<file path="src/rtl/div_pkg.sv">
// Shared definitions for the sequential restoring divider.
// Contents: FSM state encoding, datapath/counter widths and the quotient
// returned on a divide-by-zero.
package div_pkg;

  localparam int unsigned DIV_W     = 32;
  localparam int unsigned DIV_CNT_W = 5;

  localparam logic [DIV_W-1:0] ZERO_QUOT = 32'hFFFF_FFFF;

  typedef enum logic [1:0] {
    IDLE = 2'd0,
    CALC = 2'd1,
    DONE = 2'd2
  } div_state_t;

endpackage : div_pkg

</file>
<file path="src/rtl/div_csa32.sv">
// One restoring-division step: conditional subtract of B from A.
// Ports:
//   A_i    in  32 : shifted partial remainder
//   B_i    in  32 : divisor
//   Q_o    out 32 : A-B when no borrow, otherwise A unchanged
//   Bo31_o out 1  : borrow out of bit 31 (1 means A < B)
// The subtract is built as four byte slices with a rippled borrow.
module div_csa32
  import div_pkg::*;
(
  input  logic [DIV_W-1:0] A_i,
  input  logic [DIV_W-1:0] B_i,
  output logic [DIV_W-1:0] Q_o,
  output logic             Bo31_o
);

  logic [4:0]       borrow;
  logic [DIV_W-1:0] sub;

  assign borrow[0] = 1'b0;

  for (genvar i = 0; i < 4; i++) begin : g_slice
    logic [8:0] diff;
    // The 9th bit of the widened difference is set exactly when the byte
    // result went negative, i.e. it is the borrow into the next slice.
    assign diff          = {1'b0, A_i[8*i +: 8]} - {1'b0, B_i[8*i +: 8]}
                         - {8'd0, borrow[i]};
    assign sub[8*i +: 8] = diff[7:0];
    assign borrow[i+1]   = diff[8];
  end

  assign Bo31_o = borrow[4];
  assign Q_o    = borrow[4] ? A_i : sub;

endmodule : div_csa32

</file>
<file path="src/rtl/div_seq32.sv">
// Sequential unsigned 32/32 restoring divider, one quotient bit per clock.
// Ports:
//   clk_i          in  1  : clock, rising edge
//   rst_i          in  1  : asynchronous active-high reset
//   in_valid_i     in  1  : operands valid
//   in_ready_o     out 1  : block idle and able to accept operands
//   dividend_i     in  32 : dividend N
//   divisor_i      in  32 : divisor D
//   out_valid_o    out 1  : result valid, held until out_ready_i
//   out_ready_i    in  1  : consumer accepts result
//   quotient_o     out 32 : floor(N/D), ZERO_QUOT when D == 0
//   remainder_o    out 32 : N mod D, N when D == 0
//   div_by_zero_o  out 1  : result came from D == 0
// All outputs decode from registered state only; out_ready_i only
// affects the next state.
module div_seq32
  import div_pkg::*;
#(
  parameter logic [DIV_W-1:0] ZERO_QUOT_P = ZERO_QUOT
) (
  input  logic             clk_i,
  input  logic             rst_i,
  input  logic             in_valid_i,
  output logic             in_ready_o,
  input  logic [DIV_W-1:0] dividend_i,
  input  logic [DIV_W-1:0] divisor_i,
  output logic             out_valid_o,
  input  logic             out_ready_i,
  output logic [DIV_W-1:0] quotient_o,
  output logic [DIV_W-1:0] remainder_o,
  output logic             div_by_zero_o
);

  div_state_t           state_q, state_d;
  logic [DIV_CNT_W-1:0] cnt_q, cnt_d;
  logic [DIV_W-1:0]     q_q, q_d;
  logic [DIV_W-1:0]     r_q, r_d;
  logic [DIV_W-1:0]     d_q, d_d;
  logic                 dbz_q, dbz_d;

  logic [DIV_W-1:0]     step_a;
  logic [DIV_W-1:0]     step_r;
  logic                 step_borrow;

  // The partial remainder is always below D, so R[31] is zero before the
  // shift and dropping it loses nothing; no 33rd bit is required.
  assign step_a = {r_q[DIV_W-2:0], q_q[DIV_W-1]};

  div_csa32 u_step (
    .A_i    (step_a),
    .B_i    (d_q),
    .Q_o    (step_r),
    .Bo31_o (step_borrow)
  );

  // NOTE: every signal gets its hold value before the case statement so
  // that no path leaves it unassigned and no latch is inferred.
  always_comb begin
    state_d = state_q;
    cnt_d   = cnt_q;
    q_d     = q_q;
    r_d     = r_q;
    d_d     = d_q;
    dbz_d   = dbz_q;

    unique case (state_q)
      IDLE: begin
        if (in_valid_i) begin
          d_d   = divisor_i;
          cnt_d = DIV_CNT_W'(DIV_W - 1);
          if (divisor_i == '0) begin
            q_d     = ZERO_QUOT_P;
            r_d     = dividend_i;
            dbz_d   = 1'b1;
            state_d = DONE;
          end else begin
            q_d     = dividend_i;
            r_d     = '0;
            dbz_d   = 1'b0;
            state_d = CALC;
          end
        end
      end
      CALC: begin
        q_d   = {q_q[DIV_W-2:0], ~step_borrow};
        r_d   = step_r;
        cnt_d = cnt_q - 1'b1;
        if (cnt_q == '0) state_d = DONE;
      end
      DONE: begin
        if (out_ready_i) state_d = IDLE;
      end
      default: state_d = IDLE;
    endcase
  end

  // NOTE: sequential state uses non-blocking assignments so every flop
  // samples the pre-edge values regardless of statement order.
  always_ff @(posedge clk_i or posedge rst_i) begin
    if (rst_i) begin
      state_q <= IDLE;
      cnt_q   <= '0;
      q_q     <= '0;
      r_q     <= '0;
      d_q     <= '0;
      dbz_q   <= 1'b0;
    end else begin
      state_q <= state_d;
      cnt_q   <= cnt_d;
      q_q     <= q_d;
      r_q     <= r_d;
      d_q     <= d_d;
      dbz_q   <= dbz_d;
    end
  end

  assign in_ready_o    = (state_q == IDLE);
  assign out_valid_o   = (state_q == DONE);
  assign quotient_o    = q_q;
  assign remainder_o   = r_q;
  assign div_by_zero_o = dbz_q;

endmodule : div_seq32

</file>
<file path="config.mk">
export PLATFORM = sky130hd
export DESIGN_NAME = div_seq32
export DESIGN_NICKNAME = d
export VERILOG_FILES = /design/src/rtl/div_pkg.sv /design/src/rtl/div_csa32.sv /design/src/rtl/div_seq32.sv
export SDC_FILE = /design/constraint.sdc
export NUM_CORES = 1
export LEC_CHECK = 0
export ABC_AREA = 1
export CORE_MARGIN = 2
export CORE_UTILIZATION = 58
export DETAILED_ROUTE_END_ITERATION = 10
export GPL_ROUTABILITY_DRIVEN = 0
export PLACE_DENSITY = 0.87
export SETUP_SLACK_MARGIN = 0.15
export SLEW_MARGIN = 10
export SYNTH_ARGS = -nofsm -noshare
export SYNTH_HDL_FRONTEND = slang
export SYNTH_SLANG_ARGS = --single-unit
</file>
<file path="constraint.sdc">
create_clock -name clk_i -period 17.4 [get_ports clk_i]
set_input_delay 2.61 -clock clk_i [delete_from_list [all_inputs] [get_ports clk_i]]
set_output_delay 2.61 -clock clk_i [all_outputs]
set_load 0.02 [all_outputs]
</file>
# Yosys cells after proc, flatten, opt, wreduce, memory -nomap -nowiden
# Cells that the tools add are included.
# op_classes
add_sub_neg,8
multipliers,0
div,0
order_cmp,0
eq_ne,5
n_shift,0
muxes,15
bitwise_logic,1
reduce_logical,7
# ops
cell,count
$mux 32,5
$pmux 32 s2,2
$sub 8x8->9,4
$logic_not 32->1,1
$sub 9x1->9,3
$pmux 5 s2,1
$mux 2,4
$pmux 2 s3,1
$logic_not 5->1,1
$mux 5,1
$sub 5x1->5 const B,1
$ne 2x2->1 const B,2
$reduce_and 2->1,2
$reduce_and 3->1,1
$eq 2x1->1 const B,1
$eq 2x2->1 const B,1
$logic_not 2->1,1
$ne 2x1->1 const B,1
$reduce_bool 2->1,1
$mux 1,1
$not 1->1,1
# word_totals
regBits,104
latch_bits,0
ram_bits,0
rom_bits,0
inputBits,68
out_inout_bits,67
word_cells,42
memories,0

# Longest topological paths before layout
# depth
depth_word,6
mapped_depth,51
depth_no_buf,51

# Modules after synthesis
# From an unflattened synthesis, not the netlist that was laid out.
# hier_totals
hier_cells,1071
area_unflattened_um2,7775.0
# by_module_without_submodules
mod,n_inst,cells_per_inst,area_per_inst_um2,seq_area_each_um2
div_seq32,1,594,5200.0,2602.5
div_csa32,1,477,2575.0,0.0

# Worst setup path before layout
# OpenSTA, ideal clock, no wires.
# synth_path
path_kind,flip-flop to flip-flop
startpoint,"reg q_q[31], in the netlist quotient_o[31]"
endpoint,"reg r_q[15], in the netlist remainder_o[15]"
setup_ps,118
arrival_ps,6366
t_required_ps,17282
setup_slack_ps,10916
stages_incl_launch_ff,50
period_less_slack_ps,6484
cell_sequence,dfrtp_1 -> inv_1 -> ha_1 -> fa_1 -> nand3b_1 -> nand2_1 -> nand2_1 -> nand2_1 -> a21oi_1 -> o21bai_1 -> fa_1 -> ha_1 -> inv_1 -> nand2_1 -> fa_1 -> inv_1 -> nand2_1 -> nand2_1 -> [... 14 more ...] -> nand2_1 -> nand2_1 -> a21oi_1 -> xor2_1 -> fa_1 -> inv_1 -> fa_1 -> nand3_1 -> nand3_2 -> nand2_2 -> nand2_2 -> nand2_1 -> nand2_2 -> buf_6 -> nand2_1 -> nand2_1 -> nand2_1 -> a21oi_2
# synth_via
elab_chain_cells,6
# synth_lines
element,line_no,rtl
start: declaration,div_seq32.sv:36,"logic [DIV_W-1:0] q_q, q_d;"
start signal: assignment,div_seq32.sv:110,q_q <= q_d;
$sub 8x8->9 (*),div_csa32.sv:26,"assign diff = {1'b0, A_i[8*i +: 8]} - {1'b0, B_i[8*i +: 8]}"
$sub 9x1->9 (*),div_csa32.sv:27,"- {8'd0, borrow[i]};"
$sub 9x1->9 (2 in a row),div_csa32.sv:27,
$mux 32 (*),div_csa32.sv:33,assign Q_o = borrow[4] ? A_i : sub;
$pmux 32 s2 (*),div_seq32.sv:66,unique case (state_q)
end signal: assignment,div_seq32.sv:111,r_q <= r_d;
end: declaration,div_seq32.sv:37,"logic [DIV_W-1:0] r_q, r_d;"
# Mark *: on every way between the ends. The rest lies on a longest branch, timed or not.
# A chain may end at the register's enable or synchronous reset.

# Worst setup path after layout
# layout_path
startpoint,"reg q_q[31], in the netlist quotient_o[31]"
endpoint,"reg r_q[22], in the netlist remainder_o[22]"
# layout_via
elab_chain_cells,6
# layout_lines
element,line_no
$sub 8x8->9 (*),div_csa32.sv:26
$sub 9x1->9 (*) (2 in a row),div_csa32.sv:27
$sub 9x1->9,div_csa32.sv:27
$mux 32 (*),div_csa32.sv:33
$pmux 32 s2 (*),div_seq32.sv:66
# Marked as above.

==> metrics.md <==
| Metric | Value |
|---|---|
| Largest net degree at the start of global routing | `70` |
| Buffers on Ports | `134` |
| Worst slew pin tran | `roughly 1100 ps` |
| Post-cts resize count | `0` |
| Register-to-Register Path Depth | `between 40 and 50` |
| Residual overflow from global routing | `0` |
| Mean Syn Cell Area | `about 6.9 um^2` |
| Sequential-to-total area share from yosys stat | `a little over a third` |
| Drt wl/cell | `~14 um` |
| Share of the synthesized area in the top cell type | `between 30% and 40%` |
| Layout cells sized above 1 | `about 3.7%` |
| Cell Count, Final, Fillers Out | `between 1k and 1.5k` |
| I/O pin cnt | `roughly 140` |
| Via Count | `around 7.0k` |
| MaxCap Viol Count | `0` |
| Number of library cell types mapped by synthesis | `34` |
| Ys Warns | `0` |
| Hold Vio Cnt, Final | `0` |
| Clock slew at reported path FFs | `70 ps` |
| Number of flops mapped to enable cells by yosys | `0` |
| First DRT Iteration DRCs | `about 600` |
| Fin crit period | `approximately 7300 ps` |
| Clk_skew | `10.7 ps` |
| Clk_lat worst skew | `360 ps` |
| Hold Path Depth | `2` |
| Critical path launch point type | `register` |
| Post CTS Setup Buffer Count | `0` |
| Die Wd | `between 100 and 150 um` |
| Vias in the first global route | `6496` |
| Core area | `about 0.013 mm^2` |
| Die area | `0.0138 mm^2` |
| Commonest non-fill, non-tap cell in the layout | `nand2_1` |
| Antenna Cells | `0` |
| Number of synthesized register bits | `between 100 and 150` |
| Routed Wire Length | `approximately 19000 um` |
| First-pass GRT wire length | `between 30000 and 40000 um` |
| Setup TNS | `0 ps` |
| H-Tree Depth | `3` |
| Max-slew violations | `0` |
| Clock Path Buffers | `2` |
| Worst relative slew slack | `26.8%` |
| Max Clk Rate | `roughly 140 MHz` |
| Top_reg_cell synth | `dfrtp_1` |
| Class of the most critical setup path | `register to register` |
| # nets final | `around 1.3k` |
| Crit-path max FO | `31` |
| Most frequent cells in the layout | `nand2_1 (347), inv_1 (206), clkdlybuf4s50_1 (134)` |
| Crit path max-delay cell type | `fa_1` |
| Unrepaired setup endpoints after global routing | `no` |
| Mapped Area | `0.00749 mm^2` |
| Pre-antenna DRT Iters | `5` |
| Ys async rst share | `100%` |
| Root Buffer | `clkbuf_16` |
| HPWL after detailed placement | `roughly 13000 um` |
| Post-route cell area | `roughly 0.0092 mm^2` |
| Die Height | `118 um` |
| Worst Path Arrival | `between 7000 and 8000 ps` |
| Yosys top cell by area | `dfrtp_1` |
| Vias/cell | `just over 5` |
| CTS buffer count | `9` |
| Synth Instances | `1084` |
| Hold WC Path Type | `register to register` |
| Worst Setup End Kind | `register` |
| Status | `completed` |
| Synth Net Count | `1211` |
| CP max stage delay | `roughly 450 ps` |
| Dpl cells | `roughly 1.4k` |
| CP most frequent cell | `nand2_1` |
| Hold slack | `approximately 480 ps` |
| Dpl cell area | `approximately 0.0088 mm^2` |
| Starting Density | `59.3%` |
| DRC Markers | `0` |
| Fin crit share | `~42%` |
| Synth-to-layout area growth | `22.3%` |
| TritonCTS clock tree | `built` |
| Routed Antenna Nets | `0` |
| Setup Viol. Count Final | `0` |
| Synth top area cells | `dfrtp_1 (35%), nand2_1 (17%), inv_1 (10%)` |
| # clock sinks | `roughly 100` |
| CTS Hold Bufs | `0` |
| Gr usage total | `27.5%` |
| Required time worst endpoint | `17670 ps` |
| Initial antenna violation count | `0` |
| Site row count | `between 40 and 50` |
[sequential cells by signal, indices dropped and copies added (netlist names)]
name,flops
cnt_q,5
d_q,32
div_by_zero_o,1
quotient_o,32
remainder_o,32
state_q,2
[cell usage after synthesis (3+ instances only)]
cell type and n:
a21boi_1 27, a21oi_1 15, a21oi_2 5, buf_2 17, buf_4 3, buf_6 8, clkbuf_1 14, dfrtp_1 104
fa_1 7, ha_1 52, inv_1 207, nand2_1 348, nand2_2 5, nand3_1 78, nand3b_1 4, nand4_1 4
nor2_1 62, o21ai_0 59, o21ai_1 31, xnor2_1 6, xor2_1 11
[per-layer routing]
metal	vias up	part of all wire, %	GRT usage [%]
li1	3527	-	-
met1	3241	42	34.7
met2	234	49	46.9
met3	37	5.4	5.52
met4	0	3.0	10.1
met5	-	0	0
[layout make-up]
| cell class | instances | area [um^2] |
|---|---|---|
| multi-input cells | 728 | 3850 |
| fillers | 1017 | 3460 |
| flip-flops and latches | 104 | 2600 |
| repair buffers | 139 | 1380 |
| inverters | 209 | 787 |
| clock buffers | 11 | 243 |
| well taps | 172 | 215 |
| clock inverters | 5 | 80.1 |
[critical path, delay by kind of cell, from the launching register on]
family          cells  cell delay [ps]
xor+xnor            2              400
buf+inv             5              310
fa+ha+maj           9             2870
simple gates       26             2560
flops               1              350
compound gates      5              710
[per-stage QoR]
stage          setup WS (ps)  utilization (%)
2_1_floorplan          10920                -
3_3_place_gp           10360             70.0
3_5_place_dp           10130             70.0
4_1_cts                10080             72.6
5_1_grt                 9370             72.6
6_report               10080             72.6
[kinds of logic after synthesis]
logic type / synth area share [%]
XOR/XNOR: 1.99
flip-flops: 34.7
AND/OR/NAND/NOR: 28.1
adder cells (fa/ha/maj): 10.6
AO/OA/AOI/OAI: 10.7
buffers and inverters: 13.9
[path summary, 6_finish.rpt]
kind	startpoint	to	slack [ps]
setup / recovery	quotient_o[31]	remainder_o[22]	10080
min in group asynchronous	rst_i	quotient_o[3]	2620
max in group asynchronous	rst_i	d_q[22]	13530
hold / removal	d_q[21]	d_q[21]	480
hold reg to reg	d_q[21]	d_q[21]	480
setup reg to reg	quotient_o[31]	remainder_o[22]	10080
Power is left out: the tool's default activity adds up to more than one toggle a clock period on the data nets, which glitch-free logic cannot reach.
